File: src/rtl/mic1_pkg.sv
// mic1_pkg: shared constants for the MIC-1 register bank.
//   C-bus write-enable bit indices, B-bus source encoding,
//   memory-port FSM states and the default datapath width.
package mic1_pkg;
    localparam int DATA_W_DEF = 32;
    localparam int C_MAR = 0;
    localparam int C_MDR = 1;
    localparam int C_PC  = 2;
    localparam int C_SP  = 3;
    localparam int C_LV  = 4;
    localparam int C_CPP = 5;
    localparam int C_TOS = 6;
    localparam int C_OPC = 7;
    localparam int C_H   = 8;
    typedef enum logic [3:0] {
        B_MDR  = 4'd0,
        B_PC   = 4'd1,
        B_MBR  = 4'd2,
        B_MBRU = 4'd3,
        B_SP   = 4'd4,
        B_LV   = 4'd5,
        B_CPP  = 4'd6,
        B_TOS  = 4'd7,
        B_OPC  = 4'd8
    } b_sel_e;
    typedef enum logic {
        ST_IDLE = 1'b0,
        ST_REQ  = 1'b1
    } port_st_e;
endpackage

File: src/rtl/mic1_mem_port.sv
// mic1_mem_port: single-outstanding request FSM (IDLE -> REQ -> IDLE).
//   Ports: clk_i, rst_i (async, active-high), start_i (new request),
//   ack_i (memory acknowledge), req_o (strobe, high in REQ),
//   done_o (ack accepted this cycle), err_o (start while busy, or timeout).
//   Macro MEM_TIMEOUT_EN: abort REQ after TIMEOUT_CYCLES cycles without ack.
module mic1_mem_port
    import mic1_pkg::*;
#(
    parameter int TIMEOUT_CYCLES = 16
) (
    input  logic clk_i,
    input  logic rst_i,
    input  logic start_i,
    input  logic ack_i,
    output logic req_o,
    output logic done_o,
    output logic err_o
);
    port_st_e state_q, state_d;
    logic tmo;
`ifdef MEM_TIMEOUT_EN
    localparam int CW = $clog2(TIMEOUT_CYCLES + 1);
    logic [CW-1:0] cnt_q, cnt_d;
    // Counter restarts from zero every time the port passes through IDLE.
    assign cnt_d = (state_q == ST_REQ) ? cnt_q + 1'b1 : '0;
    assign tmo   = (state_q == ST_REQ) && !ack_i && (cnt_q == CW'(TIMEOUT_CYCLES - 1));
    always_ff @(posedge clk_i or posedge rst_i) begin
        if (rst_i) cnt_q <= '0;
        else       cnt_q <= cnt_d;
    end
`else
    logic unused_to;
    assign unused_to = TIMEOUT_CYCLES > 0;
    assign tmo       = 1'b0;
`endif
    assign state_d = (state_q == ST_IDLE) ? (start_i ? ST_REQ : ST_IDLE)
                                          : ((ack_i || tmo) ? ST_IDLE : ST_REQ);
    assign req_o   = state_q == ST_REQ;
    assign done_o  = (state_q == ST_REQ) && ack_i;
    assign err_o   = ((state_q == ST_REQ) && start_i) || tmo;
    always_ff @(posedge clk_i or posedge rst_i) begin
        if (rst_i) state_q <= ST_IDLE;
        else       state_q <= state_d;
    end
endmodule

File: src/rtl/mic1_reg_bank.sv
// mic1_reg_bank: MIC-1 register bank with C-bus writes, B/H bus outputs,
//   N/Z flags, a MAR/MDR word port and a PC/MBR byte-fetch port.
//   Ports: CLK, RST (async, active-high), Shift, ALU_out, C_SEL, B_SEL,
//   RD/WR/FETCH, B_bus, H_bus, N, Z, Mem_* word port, Fetch_* byte port,
//   Busy, Err (sticky until reset).
//   Macro MEM_TIMEOUT_EN: enables per-port request timeout.
module mic1_reg_bank
    import mic1_pkg::*;
#(
    parameter int DATA_W         = DATA_W_DEF,
    parameter int TIMEOUT_CYCLES = 16
) (
    input  logic              CLK,
    input  logic              RST,
    input  logic [DATA_W-1:0] Shift,
    input  logic [DATA_W-1:0] ALU_out,
    input  logic [8:0]        C_SEL,
    input  logic [3:0]        B_SEL,
    input  logic              RD,
    input  logic              WR,
    input  logic              FETCH,
    output logic [DATA_W-1:0] B_bus,
    output logic [DATA_W-1:0] H_bus,
    output logic              N,
    output logic              Z,
    output logic [DATA_W-1:0] Mem_addr,
    output logic              Mem_rd,
    output logic              Mem_wr,
    output logic [DATA_W-1:0] Mem_wdata,
    input  logic [DATA_W-1:0] Mem_rdata,
    input  logic              Mem_ack,
    output logic [DATA_W-1:0] Fetch_addr,
    output logic              Fetch_req,
    input  logic [7:0]        Fetch_data,
    input  logic              Fetch_ack,
    output logic              Busy,
    output logic              Err
);
    logic [DATA_W-1:0] h_q, opc_q, tos_q, cpp_q, lv_q, sp_q, pc_q, mar_q, mdr_q, mdr_d;
    logic [7:0]        mbr_q, mbr_d;
    logic              n_q, z_q, err_q, err_d, wr_q, wr_d;
    logic              word_go, w_req, w_done, w_err, f_req, f_done, f_err;
    // RD and WR together is a conflict, so only exactly one of them starts a request.
    assign word_go = RD ^ WR;
    mic1_mem_port #(.TIMEOUT_CYCLES(TIMEOUT_CYCLES)) u_word (
        .clk_i(CLK), .rst_i(RST), .start_i(word_go), .ack_i(Mem_ack),
        .req_o(w_req), .done_o(w_done), .err_o(w_err)
    );
    mic1_mem_port #(.TIMEOUT_CYCLES(TIMEOUT_CYCLES)) u_fetch (
        .clk_i(CLK), .rst_i(RST), .start_i(FETCH), .ack_i(Fetch_ack),
        .req_o(f_req), .done_o(f_done), .err_o(f_err)
    );
    // Direction is captured only when the word port accepts a new request.
    assign wr_d  = (!w_req && word_go) ? WR : wr_q;
    // Returning read data takes priority over a same-edge C-bus write.
    assign mdr_d = (w_done && !wr_q) ? Mem_rdata : (C_SEL[C_MDR] ? Shift : mdr_q);
    assign mbr_d = f_done ? Fetch_data : mbr_q;
    assign err_d = err_q | (RD & WR) | w_err | f_err;
    always_ff @(posedge CLK or posedge RST) begin
        if (RST) begin
            h_q   <= '0;
            opc_q <= '0;
            tos_q <= '0;
            cpp_q <= '0;
            lv_q  <= '0;
            sp_q  <= '0;
            pc_q  <= '0;
            mar_q <= '0;
            mdr_q <= '0;
            mbr_q <= '0;
            wr_q  <= 1'b0;
            err_q <= 1'b0;
            n_q   <= 1'b0;
            z_q   <= 1'b1;
        end else begin
            if (C_SEL[C_H])   h_q   <= Shift;
            if (C_SEL[C_OPC]) opc_q <= Shift;
            if (C_SEL[C_TOS]) tos_q <= Shift;
            if (C_SEL[C_CPP]) cpp_q <= Shift;
            if (C_SEL[C_LV])  lv_q  <= Shift;
            if (C_SEL[C_SP])  sp_q  <= Shift;
            if (C_SEL[C_PC])  pc_q  <= Shift;
            if (C_SEL[C_MAR]) mar_q <= Shift;
            mdr_q <= mdr_d;
            mbr_q <= mbr_d;
            wr_q  <= wr_d;
            err_q <= err_d;
            n_q   <= ALU_out[DATA_W-1];
            z_q   <= ALU_out == '0;
        end
    end
    always_comb begin
        B_bus = '0;
        case (b_sel_e'(B_SEL))
            B_MDR:   B_bus = mdr_q;
            B_PC:    B_bus = pc_q;
            B_MBR:   B_bus = {{(DATA_W-8){mbr_q[7]}}, mbr_q};
            B_MBRU:  B_bus = DATA_W'(mbr_q);
            B_SP:    B_bus = sp_q;
            B_LV:    B_bus = lv_q;
            B_CPP:   B_bus = cpp_q;
            B_TOS:   B_bus = tos_q;
            B_OPC:   B_bus = opc_q;
            default: B_bus = '0;
        endcase
    end
    assign H_bus      = h_q;
    assign N          = n_q;
    assign Z          = z_q;
    assign Mem_addr   = mar_q;
    assign Mem_wdata  = mdr_q;
    assign Mem_rd     = w_req & ~wr_q;
    assign Mem_wr     = w_req & wr_q;
    assign Fetch_addr = pc_q;
    assign Fetch_req  = f_req;
    assign Busy       = w_req | f_req;
    assign Err        = err_q;
endmodule
File: config.mk
export PLATFORM = sky130hd
export DESIGN_NAME = mic1_reg_bank
export DESIGN_NICKNAME = d
export VERILOG_FILES = /design/src/rtl/mic1_pkg.sv /design/src/rtl/mic1_mem_port.sv /design/src/rtl/mic1_reg_bank.sv
export SDC_FILE = /design/constraint.sdc
export NUM_CORES = 1
export LEC_CHECK = 0
export ABC_AREA = 1
export CORE_MARGIN = 2
export CORE_UTILIZATION = 30
export CTS_BUF_LIST = sky130_fd_sc_hd__clkbuf_8
export DETAILED_ROUTE_END_ITERATION = 10
export DONT_BUFFER_PORTS = 1
export PLACE_DENSITY = 0.53
export SLEW_MARGIN = 20
export SYNTH_ARGS = -nofsm -noshare
export SYNTH_HDL_FRONTEND = slang
export SYNTH_SLANG_ARGS = --single-unit
File: constraint.sdc
create_clock -name CLK -period 13.4 [get_ports CLK]
set_input_delay 2.01 -clock CLK [delete_from_list [all_inputs] [get_ports CLK]]
set_output_delay 2.01 -clock CLK [all_outputs]
set_load 0.01 [all_outputs]
* Word-level counts from Yosys, hierarchy flattened
Cells that the tools add are included.
** Cells by class
- Eq/ne operators :: 8
- Multiplexer cells :: 9
- Bitwise logic cells :: 9
- Reduce and logical (&&, ||, !) cells :: 11
** Operator list (number)
- $pmux 32 s9 :: 1
- $mux 32 :: 2
- $logic_not 32->1 :: 1
- $eq 4x3->1 const B :: 4
- $eq 4x2->1 const B :: 2
- $logic_and 1x1->1 :: 6
- $mux 1 :: 6
- $eq 4x1->1 const B :: 1
- $eq 4x4->1 const B :: 1
- $logic_not 4->1 :: 1
- $or 1x1->1 :: 4
- $and 1x1->1 :: 3
- $logic_not 1->1 :: 2
- $reduce_bool 2->1 :: 1
- $not 1->1 :: 1
- $xor 1x1->1 :: 1
** Storage, ports and cells
- Register bits :: 302
- Word-level logic and storage cells :: 53

* Depth between registers and ports, before layout
Gate-level depths: netlist of the first run.
- Word-level depth :: 4
- Mapped depth :: 8
- Gate-level depth less buffers :: 7

* Hierarchy
Synthesis of the first run repeated with hierarchy kept, for this count alone.
** Unflattened totals
- Cell total of the unflattened synthesis :: 1330
- Area total of the unflattened synthesis :: 13920.9 um^2
** By module, submodules not included
- mic1_reg_bank :: instances 1, cells each 1308, area an instance 13795.7 um^2, seq. area each 7508.5 um^2
- mic1_mem_port :: instances 2, cells each 11, area an instance 62.6 um^2, seq. area each 25.0 um^2

* Least setup slack after synthesis of the first run
Ideal clock, no wire load.
- Path kind :: input to output
- Start :: in B_SEL[1]
- End :: out B_bus[16]
- Arrival time :: 2857 ps
- Setup slack :: 8533 ps
- Stages on the path :: 8
- Path buffers :: 3
- Cells stage by stage :: buf_4 nor2_4 buf_4 buf_4 nand3_1 o21ai_1 nor2_1 nand2_1
** On the way
- Longest elaborated chain between the ends :: 2
** Ends and longest elaborated chain
- from (decl) :: line mic1_reg_bank.sv:18 : input logic [3:0] B_SEL,
- $eq 4x4->1, or another cell as far along :: line mic1_reg_bank.sv:94 : case (b_sel_e'(B_SEL))
- $pmux 32 s9 (*) :: line mic1_reg_bank.sv:94
- to (decl) :: line mic1_reg_bank.sv:22 : output logic [DATA_W-1:0] B_bus,
Every way passes the cells marked *; elsewhere a longest branch is shown, timed or not.

* Worst setup path in the final report of the first run
- Start :: in B_SEL[0]
- End :: out B_bus[9]
The elaborated chain is that of the path after synthesis.

==> impl_metrics.env, run 1 <==
export IMPL_startpoint_type="input pin"
export IMPL_period_needed_ps=6150
export IMPL_r2r_end="Mem_wdata[26]$_DFFE_PP0P_"
export IMPL_fin_skew_ps=7.97
export IMPL_pin_count=291
export IMPL_cts_buffer_depth=3
export IMPL_finalNetCount=1435
export IMPL_yosys_register_bits=302
export IMPL_powerDensity_nw_per_um2=145
export IMPL_worstMarginPinSlew_ps=1100
export IMPL_synth_top_area_share_pct=55.2
export IMPL_critPathBufInv=2
export IMPL_grt_pass1_wl_um=65900
export IMPL_critPathMaxFanout=32
export IMPL_first_pass_iters=5
export IMPL_finalSetupTns_ps=0
export IMPL_grt_usage_pct=18.7
export IMPL_arrival_ps=4140
export IMPL_rrSetupSlack_ps=11230
export IMPL_clock_sinks=302
export IMPL_hold_end="lv_q[19]$_DFFE_PP0P_"
export IMPL_clk_latency_ps=610
export IMPL_overflow=0
export IMPL_cap_violations=0
export IMPL_die_w_um=217
export IMPL_vias=9919
export IMPL_holdCritStartpoint="lv_q[19]$_DFFE_PP0P_"
export IMPL_timing_final_crit_share_pct=45.9
export IMPL_yosys_top_cells_area="dfrtp_1 55%, mux2_2 18%, nand3_1 7.4%"
export IMPL_path_cells="inv_2, nor2_4, buf_4, nand2_1, o21ai_0, nor2_1, nand2_1"
export IMPL_crit_type="input pin to output port"
export IMPL_core_sq_um=45200
export IMPL_antenna_found_initial=1
export IMPL_crit_family="simple AND/OR/NAND/NOR gates"
export IMPL_viasPerCell=5.09
export IMPL_status="finished clean"
export IMPL_final_area_sq_um=15200
export IMPL_wl_per_cell_um=22.7
export IMPL_grt_pass1_vias=10337
export IMPL_place_ws_ps=7210
export IMPL_clk_pin_slew_ps=60
export IMPL_place_area_sq_um=14100
export IMPL_ir_worst_vdd_uv=68.4
export IMPL_cts_resized=0
export IMPL_cts_made_buffers=53
export IMPL_setup_viol=0
export IMPL_cp_slowest_stage_delay_ps=620
export IMPL_fp_row_count=78
export IMPL_min_path_cells=1
export IMPL_port_buffer_count=0
export IMPL_syn_num_nets=1453
export IMPL_post_cts_setup_buffer_count=0
export IMPL_antenna_left=0
export IMPL_die_y_um=217
export IMPL_die_area_sq_um=47200
export IMPL_power_leakage_nw=6.73
export IMPL_synth_area_leader_cell="dfrtp_1"
export IMPL_ys_seq_area_share_pct=55.4
export IMPL_fin_ws_ps=7250
export IMPL_dp_final_hpwl_um=26900
export IMPL_slew_viol_final=0
export IMPL_required_ps=11390
export IMPL_place_gp_congestion=0.762
export IMPL_cts_max_level=2
export IMPL_yosys_warnings=0
export IMPL_synth_cell_types=26
export IMPL_drt_iter0_drc=608
export IMPL_initial_core_util_pct=30.2
export IMPL_hold_path_class="flip-flop to flip-flop"
export IMPL_r2r_cells=7
export IMPL_cts_root_buffer="clkbuf_8"
export IMPL_max_slew_margin_pct=26.6
export IMPL_syn_avg_cell_area_sq_um=10.3
export IMPL_place_inst=1854
export IMPL_drive_above_1_share_pct=23.7
export IMPL_holdBufCountCts=0
export IMPL_syn_inst=1328
export IMPL_slowest_stage="nor2_4"
export IMPL_grt_setup_unrepaired="no"
export IMPL_worstSetupEndpointType="output port"
export IMPL_grt_max_degree=165
export IMPL_cp_common_cell="nand2_1"
export IMPL_netlist_area_sq_um=13700
export IMPL_final_cells=1950
export IMPL_drcViolationCount=0
export IMPL_area_growth_pct=11.2
export IMPL_fmax_ghz=0.163
export IMPL_wl_um=44300
export IMPL_holdWs_ps=507
export IMPL_worst_r2r_startpoint="u_word.req_o$_DFF_PP0_"
export IMPL_cts_tree="built"
export IMPL_finalHoldViolCount=0
## cell families after synthesis
family	count (synthesis)	share of synthesized area, %
and+or+nand+nor	520	16.5
adders and majority gates	1	0.0916
muxes	216	17.8
DFF	302	55.4
AOI/OAI and AO/OA	121	4.91
buffers and inverters	168	5.28
## metal layers
layer  vias to the layer above  wire (um)  global-route usage (%)  part of all wire [%]
met3                        61       3060                    4.35                   6.9
li1                       4428          -                       -                     -
met2                       362      20800                    30.6                    47
met1                      5068      19600                    24.6                    44
met4                         0        912                    5.89                   2.1
met5                         -          0                       0                     0
## worst reg2reg max path: stages, from the launching register on
cell and delay (ps):
dfrtp_1 380, inv_1 90, nor2_1 250, nand2_2 70, buf_4 250, inv_2 680
nand2_1 220, o211ai_1 130
## cell type report
cell class                      instances  area (sq um)
Clock inverter                         29           145
Timing Repair Buffer                   11           115
Tap cell                              600           751
Clock buffer                           65           895
Inverter                               84           323
Sequential cell                       302          7560
Fill cell                            4582         30000
Multi-Input combinational cell        858          5390
Antenna cell                            1          2.50
## stage by stage
step                power [W]  util, %
floorplan             0.00131        -
global placement      0.00137     31.2
detailed placement    0.00138     31.2
CTS                   0.00224     33.5
global route          0.00231     33.6
finish                0.00220     33.6
## synth_stat cells, drive strengths merged
| master | instances |
|---|---|
| ha | 1 |
| o21ai | 93 |
| nor2 | 123 |
| o21a | 1 |
| mux2 | 216 |
| a21oi | 2 |
| clkbuf | 29 |
| nor3 | 1 |
| or2 | 1 |
| nand3 | 202 |
| buf | 55 |
| nand2 | 191 |
| inv | 84 |
| nand4 | 2 |
| o211ai | 25 |
| dfstp | 1 |
| dfrtp | 301 |
## worst max-delay path by stage
stage | from | end | slack, ps | depth (start not counted)
after global routing | B_SEL[0] | B_bus[9] | 7050 | 7
after global placement | B_SEL[0] | B_bus[9] | 7250 | 7
after CTS | B_SEL[0] | B_bus[9] | 7260 | 7
after floorplan | RST | Err$_DFF_PP0_ | 3050 | 1
after detailed placement | B_SEL[0] | B_bus[9] | 7210 | 7
final | B_SEL[0] | B_bus[9] | 7250 | 7
## where the power goes
part / internal (W) / switching, W
clock: 0.000454 / 0.000388
combinational: 0.000103 / 0.000140
sequential: 0.00102 / 0.0000965
total: 0.00157 / 0.000624
## layout by cell type (no fill, tap or decap), types with 2 or more instances in the layout
master    Yosys  routed
a21oi_1       2       2
clkinv_2      0       8
o21ai_1      16      16
clkbuf_8      0      65
nor2_4        4       6
buf_4         4       9
o211ai_1     25      25
o21ai_0      77      77
dfrtp_1     301     301
nand2_2       1       3
mux2_2      216     216
nand2_1     190     188
nand4_1       2       2
inv_2         4       5
inv_1        80      98
nand3_1     201     201
nor2_1      116     116
Power figures use the tool's default switching activity.
==> run 2: changes to the inputs <==
clock period = 6.2 ns   (was 13.4 ns; I/O delays follow)
==> impl_metrics.env, run 2 (same netlist as run 1, synthesis figures left out) <==
export IMPL_drt_iter0_drc=610
export IMPL_clk_pin_slew_ps=60
export IMPL_startpoint_type="input pin"
export IMPL_vias=9934
export IMPL_fin_skew_ps=22.7
export IMPL_slew_viol_final=0
export IMPL_finalHoldViolCount=0
export IMPL_final_area_sq_um=15100
export IMPL_arrival_ps=3120
export IMPL_cts_resized=0
export IMPL_clock_sinks=302
export IMPL_worstMarginPinSlew_ps=1020
export IMPL_die_y_um=217
export IMPL_die_area_sq_um=47200
export IMPL_r2r_cells=6
export IMPL_overflow=0
export IMPL_crit_type="input pin to output port"
export IMPL_grt_usage_pct=19.0
export IMPL_timing_final_crit_share_pct=65.4
export IMPL_fmax_ghz=0.247
export IMPL_drcViolationCount=0
export IMPL_cts_root_buffer="clkbuf_8"
export IMPL_wl_per_cell_um=23.1
export IMPL_area_growth_pct=10.9
export IMPL_period_needed_ps=4050
export IMPL_clk_latency_ps=630
export IMPL_grt_pass1_vias=10195
export IMPL_final_util_pct=33.5
export IMPL_antenna_found_initial=0
export IMPL_finalSetupTns_ps=0
export IMPL_cts_buffer_depth=3
export IMPL_initial_core_util_pct=30.2
export IMPL_fp_row_count=78
export IMPL_required_ps=5270
export IMPL_powerDensity_nw_per_um2=311
export IMPL_holdWs_ps=276
export IMPL_final_cell_mix="301 x dfrtp_1, 216 x mux2_2, 201 x nand3_1"
export IMPL_diodes=0
export IMPL_viasPerCell=5.09
export IMPL_grt_max_degree=172
export IMPL_place_gp_congestion=0.783
export IMPL_power_leakage_nw=6.73
export IMPL_final_common_cell="dfrtp_1"
export IMPL_cts_max_level=2
export IMPL_finalNetCount=1437
export IMPL_critPathMaxFanout=31
export IMPL_setup_viol=0
export IMPL_max_slew_margin_pct=32.0
export IMPL_holdBufCountCts=0
export IMPL_hold_path_class="input pin to asynchronous set/reset pin"
export IMPL_core_sq_um=45200
export IMPL_pin_count=291
export IMPL_die_w_um=217
export IMPL_cts_tree="built"
export IMPL_post_cts_setup_buffer_count=0
export IMPL_port_buffer_count=0
export IMPL_wl_um=45000
export IMPL_cts_made_buffers=55
export IMPL_place_area_sq_um=14100
export IMPL_drive_above_1_share_pct=23.4
export IMPL_dp_final_hpwl_um=27600
export IMPL_ir_worst_vdd_uv=170
export IMPL_first_pass_iters=5
export IMPL_status="finished clean"
export IMPL_cap_violations=0
export IMPL_grt_pass1_wl_um=66600
export IMPL_antenna_left=0
export IMPL_worstSetupEndpointType="output port"
export IMPL_grt_setup_unrepaired="no"
-- run 2: stage by stage --
| stage | std cells | total power (W) | setup WS [ps] |
|---|---|---|---|
| after floorplan | 1328 | 0.00283 | 1260 |
| after global placement | 1854 | 0.00296 | 2220 |
| after detailed placement | 1854 | 0.00298 | 2160 |
| after CTS | 1949 | 0.00479 | 2160 |
| after global routing | 1950 | 0.00497 | 1950 |
| final | 1950 | 0.00471 | 2150 |
-- run 2: power by group --
group / leakage (nW) / internal, W / switching, W
clock network: 0.617 / 0.000927 / 0.000852
registers: 3.56 / 0.00220 / 0.000208
logic: 2.54 / 0.000221 / 0.000305
total: 6.73 / 0.00335 / 0.00137
-- run 2: critical path: stages --
cell     delay, ps
nor2_4         730
nand2_1        800
o21ai_0        380
nor2_1         110
nand2_1        150
-- run 2: layout make-up --
class                      count  area (sq um)
inverter                      84           319
multi-input combinational    858          5390
clock buffer                  64           881
timing repair buffer          11           115
fill                        4613         30000
sequential                   302          7560
tap                          600           751
clock inverter                31           128
-- run 2: layer usage --
| metal | GRT usage, % | vias to the layer above | wire length, um |
|---|---|---|---|
| met5 | 0 | - | 0 |
| met4 | 4.66 | 0 | 777 |
| met3 | 4.93 | 62 | 3060 |
| met2 | 30.6 | 355 | 21000 |
| met1 | 25.5 | 5080 | 20200 |
| li1 | - | 4437 | - |
-- run 2: final timing paths --
path,slack [ps],endpoint,start
max,2150,B_bus[19],B_SEL[1]
min,280,opc_q[21]$_DFFE_PP0P_,RST
max reg2reg,3560,Mem_wdata[5]$_DFFE_PP0P_,u_word.req_o$_DFF_PP0_
min reg2reg,510,lv_q[10]$_DFFE_PP0P_,lv_q[10]$_DFFE_PP0P_
max in group asynchronous,4240,H_bus[14]$_DFFE_PP0P_,RST
min in group CLK,340,N$_DFF_PP0_,ALU_out[31]
==> run 3: changes to the inputs <==
PLACE_DENSITY = 0.54   (was 0.53)
clock period = 3.36 ns   (was 6.2 ns; I/O delays follow)
==> impl_metrics.env, run 3 (same netlist as run 1, synthesis figures left out) <==
export IMPL_grt_usage_pct=21.9
export IMPL_antenna_left=0
export IMPL_status="finished clean"
export IMPL_drive_above_1_share_pct=23.8
export IMPL_grt_setup_unrepaired="no"
export IMPL_r2r_end="Mem_wdata[7]$_DFFE_PP0P_"
export IMPL_startpoint_type="flip-flop"
export IMPL_clk_pin_slew_ps=60
export IMPL_finalHoldViolCount=0
export IMPL_grt_pass1_wl_um=74900
export IMPL_holdBufCountCts=112
export IMPL_critPathMaxFanout=26
export IMPL_pin_count=291
export IMPL_cp_startpoint="u_word.req_o$_DFF_PP0_"
export IMPL_rrSetupSlack_ps=740
export IMPL_clock_sinks=302
export IMPL_min_path_cells=1
export IMPL_place_inst=1875
export IMPL_worstMarginPinSlew_ps=757
export IMPL_cap_violations=0
export IMPL_wl_per_cell_um=24.8
export IMPL_core_sq_um=45200
export IMPL_final_cell_mix="301 x dfrtp_1, 216 x mux2_2, 201 x nand3_1"
export IMPL_max_slew_margin_pct=49.4
export IMPL_cts_max_level=2
export IMPL_finalSetupTns_ps=0
export IMPL_powerDensity_nw_per_um2=562
export IMPL_fp_row_count=78
export IMPL_final_common_cell="dfrtp_1"
export IMPL_viasPerCell=5.13
export IMPL_first_pass_iters=5
export IMPL_overflow=0
export IMPL_worst_r2r_startpoint="u_word.req_o$_DFF_PP0_"
export IMPL_ir_worst_vdd_uv=256
export IMPL_fmax_ghz=0.382
export IMPL_cts_tree="built"
export IMPL_r2r_cells=8
export IMPL_arrival_ps=3200
export IMPL_vias=10660
export IMPL_place_gp_congestion=0.762
export IMPL_hold_path_class="input pin to flip-flop"
export IMPL_crit_type="flip-flop to flip-flop"
export IMPL_grt_max_degree=68
export IMPL_dp_final_hpwl_um=28600
export IMPL_cts_made_buffers=54
export IMPL_grt_pass1_vias=11009
export IMPL_area_growth_pct=21.8
export IMPL_drt_iter0_drc=793
export IMPL_wl_um=51600
export IMPL_cts_root_buffer="clkbuf_8"
export IMPL_antenna_found_initial=3
export IMPL_cts_resized=0
export IMPL_required_ps=3940
export IMPL_drcViolationCount=0
export IMPL_fin_skew_ps=33.8
export IMPL_final_cells=2078
export IMPL_initial_core_util_pct=30.2
export IMPL_period_needed_ps=2620
export IMPL_cts_buffer_depth=3
export IMPL_post_cts_setup_buffer_count=0
export IMPL_die_area_sq_um=47200
export IMPL_finalNetCount=1569
export IMPL_power_leakage_nw=7.35
export IMPL_timing_final_crit_share_pct=77.9
export IMPL_die_w_um=217
export IMPL_slew_viol_final=0
export IMPL_die_y_um=217
export IMPL_worstSetupEndpointType="flip-flop"
export IMPL_clk_latency_ps=640
export IMPL_crit_end="Mem_wdata[7]$_DFFE_PP0P_"
export IMPL_setup_viol=0
export IMPL_port_buffer_count=0
## run 3: cell count changes in the layout (fill, tap and decap cells not counted), sizes merged
| cell | delta |
|---|---|
| clkbuf | +2 |
| bufinv | +4 |
| inv | -12 |
| clkinv | -1 |
| buf | +29 |
| diode | +2 |
| dlygate4sd3 | +104 |
## run 3: layout make-up
type	count	area (sq um)
fillers	4503	28600
flip-flops and latches	302	7560
multi-input cells	858	5390
repair buffers	144	1500
clock buffers	66	908
well taps	600	751
inverters	84	319
clock inverters	22	199
diodes	2	5.00
## run 3: how the worst min path moves through the flow
stage,start,end,slack (ps)
2_1_floorplan,mbr_q[0]$_DFFE_PP0P_,mbr_q[0]$_DFFE_PP0P_,480
3_3_place_gp,tos_q[23]$_DFFE_PP0P_,tos_q[23]$_DFFE_PP0P_,490
3_5_place_dp,cpp_q[9]$_DFFE_PP0P_,cpp_q[9]$_DFFE_PP0P_,500
4_1_cts,C_SEL[1],Mem_wdata[18]$_DFFE_PP0P_,0.4
5_1_grt,Shift[23],Fetch_addr[23]$_DFFE_PP0P_,7
6_report,Fetch_data[7],mbr_q[7]$_DFFE_PP0P_,40
## run 3: metal layers
metal,vias up,global-route usage [%],wire [um]
li1,4708,-,-
met2,475,34.7,23500
met5,-,0,0
met1,5380,27.7,21300
met4,0,11.8,2670
met3,97,5.23,4080
## run 3: worst max-delay path, cell delays in order, from the launching register on
cell,delay [ps]
dfrtp_1,380
inv_1,80
nor2_1,250
nand2_2,290
inv_2,620
buf_4,270
nand2_1,50
nand3_1,90
dlygate4sd3_1,560
## run 3: power by group
group	switching, W	total, W	internal [W]
combinational	0.000743	0.00128	0.000539
clock	0.00158	0.00364	0.00206
sequential	0.000376	0.00443	0.00406
total	0.00270	0.00935	0.00665
## run 3: metrics by stage
step	total power, W	utilization, %	worst slack [ps]	hold slack (ps)	cell area (sq um)
after detailed placement	0.00551	31.6	835	496	14300
after global placement	0.00547	31.6	871	489	14300
after CTS	0.00946	36.7	700	0.408	16600
final	0.00935	36.8	741	39.1	16600
after global routing	0.00977	36.8	540	6.73	16600
after floorplan	0.00522	-	-1160	480	13700
